File: src/rtl/dmi_uart_bridge.sv
// dmi_uart_bridge: buffered bridge from the UART-TAP to the Debug Module's
// ready-valid DMI bus. TAP requests queue in a small FIFO and are issued to
// the DM one at a time; completed operations update a response register that
// the TAP reads back with a DMI error code.
// Optional feature: define DMI_UART_BRIDGE_TIMEOUT_EN to abort DM transactions
// that take TIMEOUT_CYCLES cycles and report them as failed.
//
// state | meaning
// IDLE  | no DM transaction; pop the FIFO head when one is queued
// REQ   | request presented to the DM, waiting for DMI_REQ_READY_I
// RESP  | READ accepted by the DM, waiting for DMI_RESP_VALID_I
module dmi_uart_bridge #(
  parameter int ADDR_WIDTH     = 7,
  parameter int DATA_WIDTH     = 32,
  parameter int REQ_DEPTH      = 4,
  parameter int TIMEOUT_CYCLES = 1024
) (
  input  logic                             CLK_I,
  input  logic                             RST_I,
  input  logic                             TAP_WRITE_VALID_I,
  output logic                             TAP_WRITE_READY_O,
  input  logic [ADDR_WIDTH+DATA_WIDTH+1:0] TAP_WRITE_DATA_I,
  input  logic                             TAP_READ_READY_I,
  output logic                             TAP_READ_VALID_O,
  output logic [ADDR_WIDTH+DATA_WIDTH+1:0] TAP_READ_DATA_O,
  output logic                             DMI_REQ_VALID_O,
  input  logic                             DMI_REQ_READY_I,
  output logic [ADDR_WIDTH+DATA_WIDTH+1:0] DMI_REQ_O,
  input  logic                             DMI_RESP_VALID_I,
  output logic                             DMI_RESP_READY_O,
  input  logic [DATA_WIDTH+1:0]            DMI_RESP_I
);
  localparam int W     = ADDR_WIDTH + DATA_WIDTH + 2;
  localparam int PTR_W = $clog2(REQ_DEPTH);
  localparam int CNT_W = PTR_W + 1;

  // TAP and DM op encodings coincide, so requests pass through unchanged
  localparam logic [1:0] OP_READ  = 2'd1;
  localparam logic [1:0] OP_WRITE = 2'd2;
  localparam logic [1:0] ERR_NONE = 2'd0;
  localparam logic [1:0] ERR_FAIL = 2'd2;
  localparam logic [1:0] ERR_BUSY = 2'd3;

  typedef enum logic [1:0] {IDLE = 2'd0, REQ = 2'd1, RESP = 2'd2} state_t;

  state_t                 state_q, state_d;
  logic [W-1:0]           fifo_mem_q [REQ_DEPTH];
  logic [W-1:0]           fifo_mem_d [REQ_DEPTH];
  logic [PTR_W-1:0]       wptr_q, wptr_d, rptr_q, rptr_d;
  logic [CNT_W-1:0]       count_q, count_d;
  logic [W-1:0]           req_q, req_d;
  logic                   req_valid_q, req_valid_d;
  logic                   resp_ready_q, resp_ready_d;
  logic [ADDR_WIDTH-1:0]  resp_addr_q, resp_addr_d;
  logic [DATA_WIDTH-1:0]  resp_data_q, resp_data_d;
  logic                   failed_q, failed_d;
  logic                   rd_valid_q, rd_valid_d;
  logic [W-1:0]           rd_data_q, rd_data_d;

  logic       full, empty, push, pop, busy, fail_set, dm_done, tmo_fail;
  logic [1:0] tap_op;

  assign full              = (count_q == CNT_W'(REQ_DEPTH));
  assign empty             = (count_q == '0);
  assign TAP_WRITE_READY_O = !full && !RST_I;
  assign tap_op            = TAP_WRITE_DATA_I[1:0];
  // NOP and reserved ops complete the handshake but are never queued
  assign push    = TAP_WRITE_VALID_I && TAP_WRITE_READY_O
                   && (tap_op == OP_READ || tap_op == OP_WRITE);
  assign pop     = (state_q == IDLE) && !empty;
  assign busy    = (state_q != IDLE) || !empty;
  assign dm_done = (state_q == REQ && DMI_REQ_READY_I)
                   || (state_q == RESP && DMI_RESP_VALID_I);

`ifdef DMI_UART_BRIDGE_TIMEOUT_EN
  localparam int TMO_W = $clog2(TIMEOUT_CYCLES);
  logic [TMO_W-1:0] tmo_cnt_q, tmo_cnt_d;

  // Per-transaction cycle counter, restarted whenever the state changes
  always_comb begin
    tmo_cnt_d = tmo_cnt_q;
    if (state_d != state_q)  tmo_cnt_d = '0;
    else if (state_q != IDLE) tmo_cnt_d = tmo_cnt_q + 1'b1;
  end

  // A DM handshake landing on the terminal cycle still completes normally
  assign tmo_fail = (state_q != IDLE) && !dm_done
                    && (tmo_cnt_q == TMO_W'(TIMEOUT_CYCLES - 1));

  // Timeout counter register
  always_ff @(posedge CLK_I or posedge RST_I) begin
    if (RST_I) tmo_cnt_q <= '0;
    else       tmo_cnt_q <= tmo_cnt_d;
  end
`else
  logic unused_timeout;
  assign unused_timeout = (TIMEOUT_CYCLES == 0);
  assign tmo_fail       = 1'b0;
`endif

  // Request FIFO next-state
  always_comb begin
    fifo_mem_d = fifo_mem_q;
    wptr_d     = wptr_q;
    rptr_d     = rptr_q;
    count_d    = count_q;
    if (push) begin
      fifo_mem_d[wptr_q] = TAP_WRITE_DATA_I;
      wptr_d             = wptr_q + 1'b1;
    end
    if (pop) rptr_d = rptr_q + 1'b1;
    if (push && !pop)      count_d = count_q + 1'b1;
    else if (!push && pop) count_d = count_q - 1'b1;
  end

  // Issue FSM next-state
  always_comb begin
    state_d = state_q;
    case (state_q)
      IDLE:    if (!empty) state_d = REQ;
      REQ:     if (DMI_REQ_READY_I) state_d = (req_q[1:0] == OP_READ) ? RESP : IDLE;
      RESP:    if (DMI_RESP_VALID_I) state_d = IDLE;
      default: state_d = IDLE;
    endcase
    if (tmo_fail) state_d = IDLE;
  end

  // Registered outputs, response register and sticky failed flag
  always_comb begin
    req_valid_d  = (state_d == REQ);
    resp_ready_d = (state_d == RESP);
    req_d        = pop ? fifo_mem_q[rptr_q] : req_q;
    resp_addr_d  = resp_addr_q;
    resp_data_d  = resp_data_q;
    fail_set     = tmo_fail;
    if (state_q == REQ && DMI_REQ_READY_I && req_q[1:0] == OP_WRITE)
      resp_addr_d = req_q[W-1 -: ADDR_WIDTH];
    if (state_q == RESP && DMI_RESP_VALID_I) begin
      resp_addr_d = req_q[W-1 -: ADDR_WIDTH];
      resp_data_d = DMI_RESP_I[DATA_WIDTH+1:2];
      if (DMI_RESP_I[1:0] != 2'd0) fail_set = 1'b1;
    end
    rd_valid_d = TAP_READ_READY_I && !rd_valid_q;
    rd_data_d  = rd_data_q;
    failed_d   = failed_q;
    if (rd_valid_d) begin
      rd_data_d = {resp_addr_q, resp_data_q,
                   failed_q ? ERR_FAIL : (busy ? ERR_BUSY : ERR_NONE)};
      failed_d  = 1'b0;
    end
    // A new failure outranks the clear of a failure being reported now
    if (fail_set) failed_d = 1'b1;
  end

  // State, FIFO and output registers
  always_ff @(posedge CLK_I or posedge RST_I) begin
    if (RST_I) begin
      state_q      <= IDLE;
      for (int i = 0; i < REQ_DEPTH; i++) fifo_mem_q[i] <= '0;
      wptr_q       <= '0;
      rptr_q       <= '0;
      count_q      <= '0;
      req_q        <= '0;
      req_valid_q  <= 1'b0;
      resp_ready_q <= 1'b0;
      resp_addr_q  <= '0;
      resp_data_q  <= '0;
      failed_q     <= 1'b0;
      rd_valid_q   <= 1'b0;
      rd_data_q    <= '0;
    end else begin
      state_q      <= state_d;
      fifo_mem_q   <= fifo_mem_d;
      wptr_q       <= wptr_d;
      rptr_q       <= rptr_d;
      count_q      <= count_d;
      req_q        <= req_d;
      req_valid_q  <= req_valid_d;
      resp_ready_q <= resp_ready_d;
      resp_addr_q  <= resp_addr_d;
      resp_data_q  <= resp_data_d;
      failed_q     <= failed_d;
      rd_valid_q   <= rd_valid_d;
      rd_data_q    <= rd_data_d;
    end
  end

  assign DMI_REQ_VALID_O  = req_valid_q;
  assign DMI_REQ_O        = req_q;
  assign DMI_RESP_READY_O = resp_ready_q;
  assign TAP_READ_VALID_O = rd_valid_q;
  assign TAP_READ_DATA_O  = rd_data_q;
endmodule

File: config.mk
export PLATFORM = sky130hd
export DESIGN_NAME = dmi_uart_bridge
export DESIGN_NICKNAME = d
export VERILOG_FILES = /design/src/rtl/dmi_uart_bridge.sv
export SDC_FILE = /design/constraint.sdc
export NUM_CORES = 1
export LEC_CHECK = 0
export BUFFER_PORTS_ARGS = -buffer_cell sky130_fd_sc_hd__buf_4
export CELL_PAD_IN_SITES_DETAIL_PLACEMENT = 0
export CELL_PAD_IN_SITES_GLOBAL_PLACEMENT = 1
export CORE_AREA = 2 2 173 175
export CTS_BUF_LIST = sky130_fd_sc_hd__clkbuf_8 sky130_fd_sc_hd__clkbuf_16
export DETAILED_ROUTE_END_ITERATION = 7
export DIE_AREA = 0 0 175 177
export PLACE_DENSITY = 0.79
export SYNTH_ARGS = -nofsm -noshare
export SYNTH_HDL_FRONTEND = slang
export SYNTH_SLANG_ARGS = --single-unit
File: constraint.sdc
create_clock -name CLK_I -period 11.4 [get_ports CLK_I]
set_input_delay 2.28 -clock CLK_I [delete_from_list [all_inputs] [get_ports CLK_I]]
set_output_delay 2.28 -clock CLK_I [all_outputs]
set_load 0.03 [all_outputs]
==> impl.org, run 1 <==
** Drt
- In the final routed layout, each cell accounts on average for about 18 um.
- The first routing iteration left 287 violations.
- Across all layers, the routed design uses roughly 7,000 vias.
- Routed WL :: 24,900 um
- Final ANT Viol Nets :: 0
- Average via count per standard cell :: ~5.0
- For this run, design rule violations remaining after detail routing come to 0.
- Number of search-and-repair iterations in the first detailed-routing pass :: 4

** Yosys
- Area of the mapped netlist :: about 12,000 sq um
- After synthesis, the mean cell area works out to 15.5 sq um.
- Synthesized net count :: just under 900
- In the synthesized netlist the async set-or-reset flop fraction comes to 1.00.
- The synthesized design spends more area on one cell type than any other, namely dfrtp_1.
- Total of flip-flops plus latches after synthesis :: roughly 300
- Count leader, synth :: dfrtp_1
- For this run, the register share of the synthesized area comes to 0.601.
- Of the post-synthesis cell area, the dominant cell type holds 0.601.
- In this run, synthesis inferred 0 flip-flops with an integrated enable.
- By count the netlist is led by dfrtp_1, mux2_2, nand2_1.
- Number of warning messages in the yosys log :: 0
- Among all flip-flop cells after synthesis, the most frequent one is dfrtp_1.
- The cell count after synthesis came out at 802.
- Distinct cell type count after synthesis :: 34
- Top cells by area in the synthesized netlist :: dfrtp_1, mux2_2, mux4_2

** Floorplan
- I/O Pins :: 167
- Initial Util :: 0.424
- Count of standard-cell rows :: 63
- In this run the horizontal extent of the chip is between 150 and 200 um.
- Die Footprint :: between 30,000 and 40,000 sq um
- The floorplan step defined a core boundary enclosing slightly below 30,000 sq um.
- Measured along the y axis, the die boundary spans about 180 um.

** Worst setup path
- Worst reg2reg path depth :: 3
- Setup crit start kind :: input port
- Worst path buffer plus inverter count :: 3
- Worst path max stage delay :: approximately 0.53 ns
- Required time worst endpoint :: about 9 ns
- Slack of the worst reg-to-reg path :: between 8 and 9 ns
- For the worst setup path, the data arrival time is about 3.5 ns.
- Reg2reg start :: count_q[2]$_DFFE_PP0P_
- CP dominant cell by count :: buf_4
- The critical path in this run is classified as input port to primary output.
- CP Capture Type :: primary output
- Critical path's top delay family :: buffers and inverters
- CP cell instances :: buf_4 -> clkinvlp_4 -> and2_1 -> buf_4
- Endpoint of the worst-slack reg-to-reg timing path :: fifo_mem_q[73]$_DFFE_PP0P_
- On the critical path, the stage with the largest delay is an instance of clkinvlp_4.
- Along the worst path, the maximum fanout reaches 32.

** Place
- Routability-driven placement finished with a final weighted congestion of approximately 0.7.
- Detailed placement ended at an HPWL of roughly 15,000 um.
- At the placement stage, the worst setup path has a slack of roughly 5.6 ns.
- Port buffering added around 170 buffers.

** Clocking
- CTS saw slightly below 300 sinks.
- CTS hold repair buffers :: 0
- At the later pin of the worst-skew pair, clock insertion delay measures around 0.50 ns.
- Counting the buffers created by CTS gives 34.
- Once the clock tree was built, the resizer swapped 0 gates to a different size.
- In this run the clock root is driven by a clkbuf_16.
- Clock transition at the register clock pins on the worst setup and hold paths after CTS :: around 0.050 ns
- After clock tree synthesis, the setup repair step added 0 buffers.
- Level count of the clock H-tree :: 2
- The clock passes through at most 3 buffers.
- TritonCTS built the clock tree.

** Global routing
- Via count of the first global-routing pass :: 7,384
- Global routing finished with a remaining overflow of 0.
- Entering global routing, the biggest net connects 76 pins.
- Total routing resource utilization after global routing :: 0.166
- Global-route wire length before repair :: just over 40,000 um
- Initial antenna violation count :: 0

** Timing
- Crit path setup slack, layout :: between 5 and 6 ns
- Static timing analysis puts the maximum clock frequency at around 170 MHz.
- Count of endpoints failing hold in the final timing report :: 0
- Of the available clock period, the critical path in the final layout requires 0.502.
- Headroom to the max-slew limit came out at 0.309.
- Clock skew on the completed layout was measured at approximately 0.013 ns.
- Subtracting the final worst setup slack from the clock period gives 5.73 ns.
- Setup repair after global routing missed its margin :: false
- Hold is met by approximately 0.46 ns.
- Summed over all failing endpoints, the final setup total negative slack is 0 ns.
- Setup violations remaining at the end of the flow were counted as 0.
- At the pin with the least slew margin, the transition time is about 1.0 ns.
- Slew Limit Fails :: 0

** Cells and area
- The final layout contains between 1,000 and 1,500 nets.
- Area taken by multi-input logic gates :: 4590 sq um
- Share of final-layout standard cells stronger than drive strength 1 :: 0.510
- Area added between synthesis and finish :: 21.3%
- The number of antenna diodes in the final layout is 0.
- Sequential cell area :: ~7500 sq um
- Filler cell count :: ~2,500

** Power and ir drop
- In this run the static leakage power is approximately 7.3 nW.
- IR Drop Worst-Case VDD :: approximately 150 uV
- For this design the ratio of total power to cell area is approximately 290 nW/um^2.

** Min path
- Worst hold stages :: 2
- Hold Path Class :: flip-flop to flip-flop
- For hold timing, the worst endpoint is TAP_READ_DATA_O[15]$_DFFE_PP0P_.
- The startpoint identified for the worst hold timing path is resp_data_q[13]$_DFFE_PP0P_.

** Run status
- Status :: completed

** Job
- The tool flagged a number of max-cap violations equal to 0.
report_power, final:
| group | switching, W | internal [W] |
|---|---|---|
| registers | 0.000302 | 0.00154 |
| clock network | 0.000409 | 0.000666 |
| logic | 0.000672 | 0.000843 |
worst max path at each step:
stage / from / to / slack (ns) / depth (start not counted)
2_1_floorplan: RST_I / TAP_WRITE_READY_O / 1.78 / 2
3_3_place_gp: RST_I / TAP_WRITE_READY_O / 5.63 / 4
3_5_place_dp: RST_I / TAP_WRITE_READY_O / 5.61 / 4
4_1_cts: RST_I / TAP_WRITE_READY_O / 5.60 / 4
5_1_grt: RST_I / TAP_WRITE_READY_O / 5.46 / 4
6_report: RST_I / TAP_WRITE_READY_O / 5.67 / 4
worst reg2reg max path, stage by stage, from the launching register on:
cell     delay [ns]
dfrtp_1        0.40
or3b_1         0.46
nand4_4        0.90
mux2_1         0.65
per-layer routing:
metal / GRT usage / vias up / wire length [um] / share of wire
met5: 0 / - / 0 / 0
li1: - / 3163 / - / -
met2: 0.261 / 173 / 11400 / 0.46
met1: 0.233 / 3612 / 11600 / 0.47
met4: 0.0448 / 0 / 438 / 0.018
met3: 0.0402 / 34 / 1430 / 0.057
flip-flops by register name, summed over array words and instances (netlist names):
signal and count:
resp_addr_q 7, DMI_REQ_O 41, TAP_READ_DATA_O 41, TAP_READ_VALID_O 1, rptr_q 2, resp_data_q 32, DMI_REQ_VALID_O 1, state_q 2
fifo_mem_q 164, count_q 3, wptr_q 2, failed_q 1, DMI_RESP_READY_O 1
layout make-up:
cell class,count,share of cell area
Tap cell,390,0.0324
Timing Repair Buffer,176,0.0878
Multi-Input combinational cell,448,0.305
Clock inverter,16,0.00823
Sequential cell,298,0.496
Clock buffer,43,0.0670
Inverter,12,0.00324
per-stage QoR:
step,util,total power (W),cell area (sq um),std cells
after global routing,0.514,0.00471,15000,1383
final,0.514,0.00444,15000,1383
after global placement,0.476,0.00335,13900,1324
after detailed placement,0.476,0.00341,13900,1324
after floorplan,-,0.00294,12400,802
after CTS,0.514,0.00451,15000,1383
cells by family after synthesis:
kind of cell	after synthesis	share of synthesized area
simple gates	140	0.0511
compound gates	8	0.00424
fa+ha+maj	6	0.00666
flops	298	0.601
mux	287	0.302
buf+inv	56	0.0286
xor+xnor	7	0.00646
layout by cell type (no fill, tap or decap), types with 4 or more instances in the layout:
cell type  Yosys  routed
dfrtp_1      298     296
mux2_2       214     214
buf_4          0     176
nand2_1      118     118
mux4_2        41      41
clkbuf_16      0      37
inv_1         11      17
mux2_1        14      14
mux2_4        14      14
clkbuf_8       0       6
clkinv_2       0       6
ha_1           5       5
nand2b_1       4       4
nor2_1         4       4
xnor2_1        4       4
nand4_4        4       4
mux2i_1        4       4
(Power assumes the default switching activity.)
==> inputs of run 2 (changes only) <==
ABC_AREA = 1   (was default)
CORE_AREA = 2 2 179 181   (was 2 2 173 175)
DIE_AREA = 0 0 181 183   (was 0 0 175 177)
PLACE_DENSITY = 0.82   (was 0.79)
clock period = 5.4 ns   (was 11.4 ns; I/O delays follow)
==> run 2 against run 1 <==
  * Critical path depth unchanged
  * Sequential share of layout area down 2.2 points
  * Die area up 6.9%
  * Synthesized area up 6.5%
  * Flip-flop and latch count unchanged
  * Via count up 60%
  * Utilization down 1.1 points
==> impl.org, run 2 <==
** Worst setup path
- CP cell instances :: buf_4 -> a21oi_4 -> buf_4 -> buf_4
- Worst Setup Path Type :: input port to primary output
- On the critical path the largest part of the delay comes from buffers and inverters.
- The critical path's largest stage delay came to 0.39 ns (-0.14 ns).
- The largest individual stage delay along the critical path comes from the cell buf_4.
- Setup crit start kind :: input port
- Maximum fanout encountered on the critical timing path :: 30 (-6.3%)
- CP dominant cell by count :: buf_4
- Required time worst endpoint :: 4.32 ns (-4.80 ns)
- The arrival time at the worst endpoint came to 2.22 ns (-1.23 ns).
- The number of buffer and inverter stages on the critical path was 3 (unchanged).
- CP Capture Type :: primary output

** Cells and area
- Net count, final :: 1,811 (+71%)
- The core occupancy in the finished layout is 0.504 (-0.0107).
- Area added between synthesis and finish :: 19.1%
- Max reg flops :: 164 (unchanged)
- Counting flops per register, the top entry is fifo_mem_q.
- Number of antenna cells inserted :: 0 (unchanged)
- Leading cell types in the layout, fill and taps excluded :: nand2_1, dfrtp_1, buf_4
- The library cell used most frequently in the layout, excluding fill and tap cells, is nand2_1.
- Share of final-layout standard cells stronger than drive strength 1 :: 0.146 (-0.364)

** Global routing
- Global-route wire length before repair :: 57,700 um (+42%)
- Via count of the first global-routing pass :: 10,717 (+45%)
- Initial antenna violation count :: 0 (unchanged)
- Total routing resource utilization after global routing :: 0.214 (+0.0478)
- The maximum number of pins on one net before global-route repair is 175 (+130%).
- The total global routing overflow came to 0 (unchanged).

** Yosys
- The portion of the post-synthesis area used by sequential elements was 0.565 (-0.0366).
- Synthesized area divided by synthesized cell count :: 8.13 sq um (-47%)
- By instance count, the leading cell after synthesis is nand2_1.
- The proportion of register bits with asynchronous set or reset after synthesis was 1.00 (unchanged).
- The distinct cell type count of the synthesized netlist was 25 (-26%).
- Number of warning messages in the yosys log :: 0 (unchanged)
- Proportion of netlist area held by the largest area contributor :: 0.565 (-0.0366)
- The post-synthesis instance area was 13,200 sq um (+6.5%).
- List of most frequent post-synthesis cells :: nand2_1, dfrtp_1, nor2_1
- Count of flip-flops with a built-in enable after synthesis :: 0 (unchanged)
- Synthesized net count :: 1,711 (+92%)
- Total of flip-flops plus latches after synthesis :: 298 (unchanged)
- For this run, the leading register cell type out of synthesis is dfrtp_1.
- The cell count after synthesis was 1,624 (+100%).
- Top cells by area in the synthesized netlist :: dfrtp_1, nand2_1, nand4_1
- Cell type with the largest total area after synthesis :: dfrtp_1

** Drt
- The length of the first detailed-routing pass in iterations came to 5 (+1).
- Average via count per standard cell :: 5.20 (+2.9%)
- Routed WL :: 35,400 um (+42%)
- The number of remaining DRC errors was 0 (unchanged).
- Final ANT Viol Nets :: 0 (unchanged)
- The total via count after detailed routing was 11,145 (+60%).
- Average wire per standard cell :: 16.5 um (-8.2%)
- First DRT Iteration DRCs :: 909 (+220%)

** Clocking
- TritonCTS clock tree :: done
- Number of buffers on the longest clock path :: 3 (unchanged)
- TritonCTS Sinks :: 298 (unchanged)
- The latest clock arrival within the worst-skew pair is 0.50 ns (about the same).
- The CTS buffer count was 34 (unchanged).
- CTS hold repair buffers :: 0 (unchanged)
- Number of buffers inserted by post-CTS setup repair :: 0 (unchanged)
- The number of H-tree branching levels was 2 (unchanged).
- Clock transition at the register clock pins on the worst setup and hold paths after CTS :: 0.05 ns (about the same)
- Clock Tree Root :: clkbuf_16
- The number of gates resized after CTS was 0 (unchanged).

** Timing
- Highest clock frequency the design can meet :: roughly 300 MHz
- The transition time of the tightest slew-check pin came to 1.09 ns (+0.0547 ns).
- The final setup skew is 0.00927 ns (-0.00359 ns).
- The final count of negative-setup-slack endpoints was 0 (unchanged).
- Crit path time final :: approximately 3.3 ns
- Setup repair after global routing missed its margin :: false
- Count of endpoints failing hold in the final timing report :: 0 (unchanged)
- Rel. slew slack :: 0.273 (-0.0360)
- The aggregate negative setup slack was 0 ns (unchanged).
- Dividing the final minimum period by the clock period gives 0.612.
- Slew Limit Fails :: 0 (unchanged)

** Power and ir drop
- Proportion of power drawn by the clock network :: 0.228 (-0.014)
- The switching power as a share of total power came to 0.409 (+0.0970).
- The sequential group share of total power was 0.388 (-0.028).
- IR Drop Worst-Case VDD :: 313 uV (+100%)
- The leakage power figure was 8.40 nW (+15%).
- The power per standard cell area is 622 nW/um^2 (+110%).
- The power spent charging and discharging nets came to 0.00400 W (+190%).
- The internal power was 0.00579 W (+90%).
- Logic pwr share :: 0.384 (+0.043)

** Run status
- The flow ran to the end, and the final reports show no timing, DRC or antenna violations.

** Min path
- Hold Path Class :: flip-flop to flip-flop

** Floorplan
- The number of standard-cell rows in the floorplan is 65 (+3.2%).
- Die Footprint :: 33,100 sq um (+6.9%)
- The starting utilization of the core area is 0.423 (-0.00120).
- I/O Pins :: 167 (unchanged)
- Overall die height :: 183 um (+3.4%)
- Die W :: 181 um (+3.4%)
- Core Box Area :: 31,200 sq um (+6.8%)

** Place
- The HPWL reported at the end of detailed placement came to 19,800 um (+32%).
- Routability-driven placement congestion ratio :: 0.745 (+7.8%)
- The number of port buffers is 166 (unchanged).

** Job
- Count of max-cap constraint violations :: 0 (unchanged)
-- run 2: cell types whose count changed after synthesis, moves of 36 or more --
cell      previous run  this run
nand2_1            118       641
mux2_2             214         0
nor2_1               4       182
nand4_1              0       165
o21ai_0              2       116
clkbuf_1            14        67
inv_1               11        52
mux4_2              41         0
buf_2               13        49
-- run 2: path summary, 6_finish.rpt --
path	startpoint	endpoint	slack (ns)	cells past startpoint
setup / recovery	RST_I	TAP_WRITE_READY_O	2.10	4
hold / removal	fifo_mem_q[93]$_DFFE_PP0P_	fifo_mem_q[93]$_DFFE_PP0P_	0.46	2
setup reg to reg	rptr_q[1]$_DFFE_PP0P_	DMI_REQ_O[15]$_DFFE_PP0P_	2.34	7
hold reg to reg	fifo_mem_q[93]$_DFFE_PP0P_	fifo_mem_q[93]$_DFFE_PP0P_	0.46	2
max in group asynchronous	RST_I	rptr_q[1]$_DFFE_PP0P_	3.75	3
min in group asynchronous	RST_I	DMI_REQ_O[39]$_DFFE_PP0P_	0.81	3
-- run 2: power by group through the flow --
stage	sequential, W	combinational, W	clock (W)
final	0.00380	0.00376	0.00223
after global routing	0.00393	0.00425	0.00238
after detailed placement	0.00383	0.00379	0
after floorplan	0.00415	0.00219	0
after CTS	0.00380	0.00381	0.00230
after global placement	0.00379	0.00372	0
-- run 2: tightest hold or removal path, stage by stage, from the launching register on --
cell,delay (ns)
dfrtp_1,0.34
nand2_1,0.05
nand2_1,0.04
-- run 2: stage by stage --
step	setup slack (ns)	total power, W	cell area, sq um	instances	hold WS [ns]
after global routing	1.95	0.0106	15700	2145	0.482
after detailed placement	1.72	0.00762	14700	2090	0.453
after CTS	2.12	0.00990	15700	2145	0.467
after global placement	1.76	0.00751	14700	2090	0.448
after floorplan	0.361	0.00634	13200	1624	0.437
final	2.10	0.00979	15700	2145	0.462
-- run 2: cells by family after synthesis --
family,count (synthesis),share of synthesized area
AO/OA/AOI/OAI,139,0.0541
XOR/XNOR,2,0.00133
AND/OR/NAND/NOR,999,0.317
buffers and inverters,180,0.0567
adder cells (fa/ha/maj),6,0.00625
flip-flops,298,0.565
-- run 2: area by class of cell --
type                    count  area, sq um
inverters                  56          214
clock buffers              41          958
repair buffers            188         1440
well taps                 402          503
flip-flops and latches    298         7460
multi-input cells        1146         5040
clock inverters            14          119
fillers                  3073        15500
-- run 2: layer usage --
metal  part of all wire  track usage  up-vias
li1                   -            -     5450
met1               0.47        0.312     5312
met2               0.45        0.339      339
met3              0.061       0.0306       44
met4              0.018       0.0514        0
met5                  0            0        -
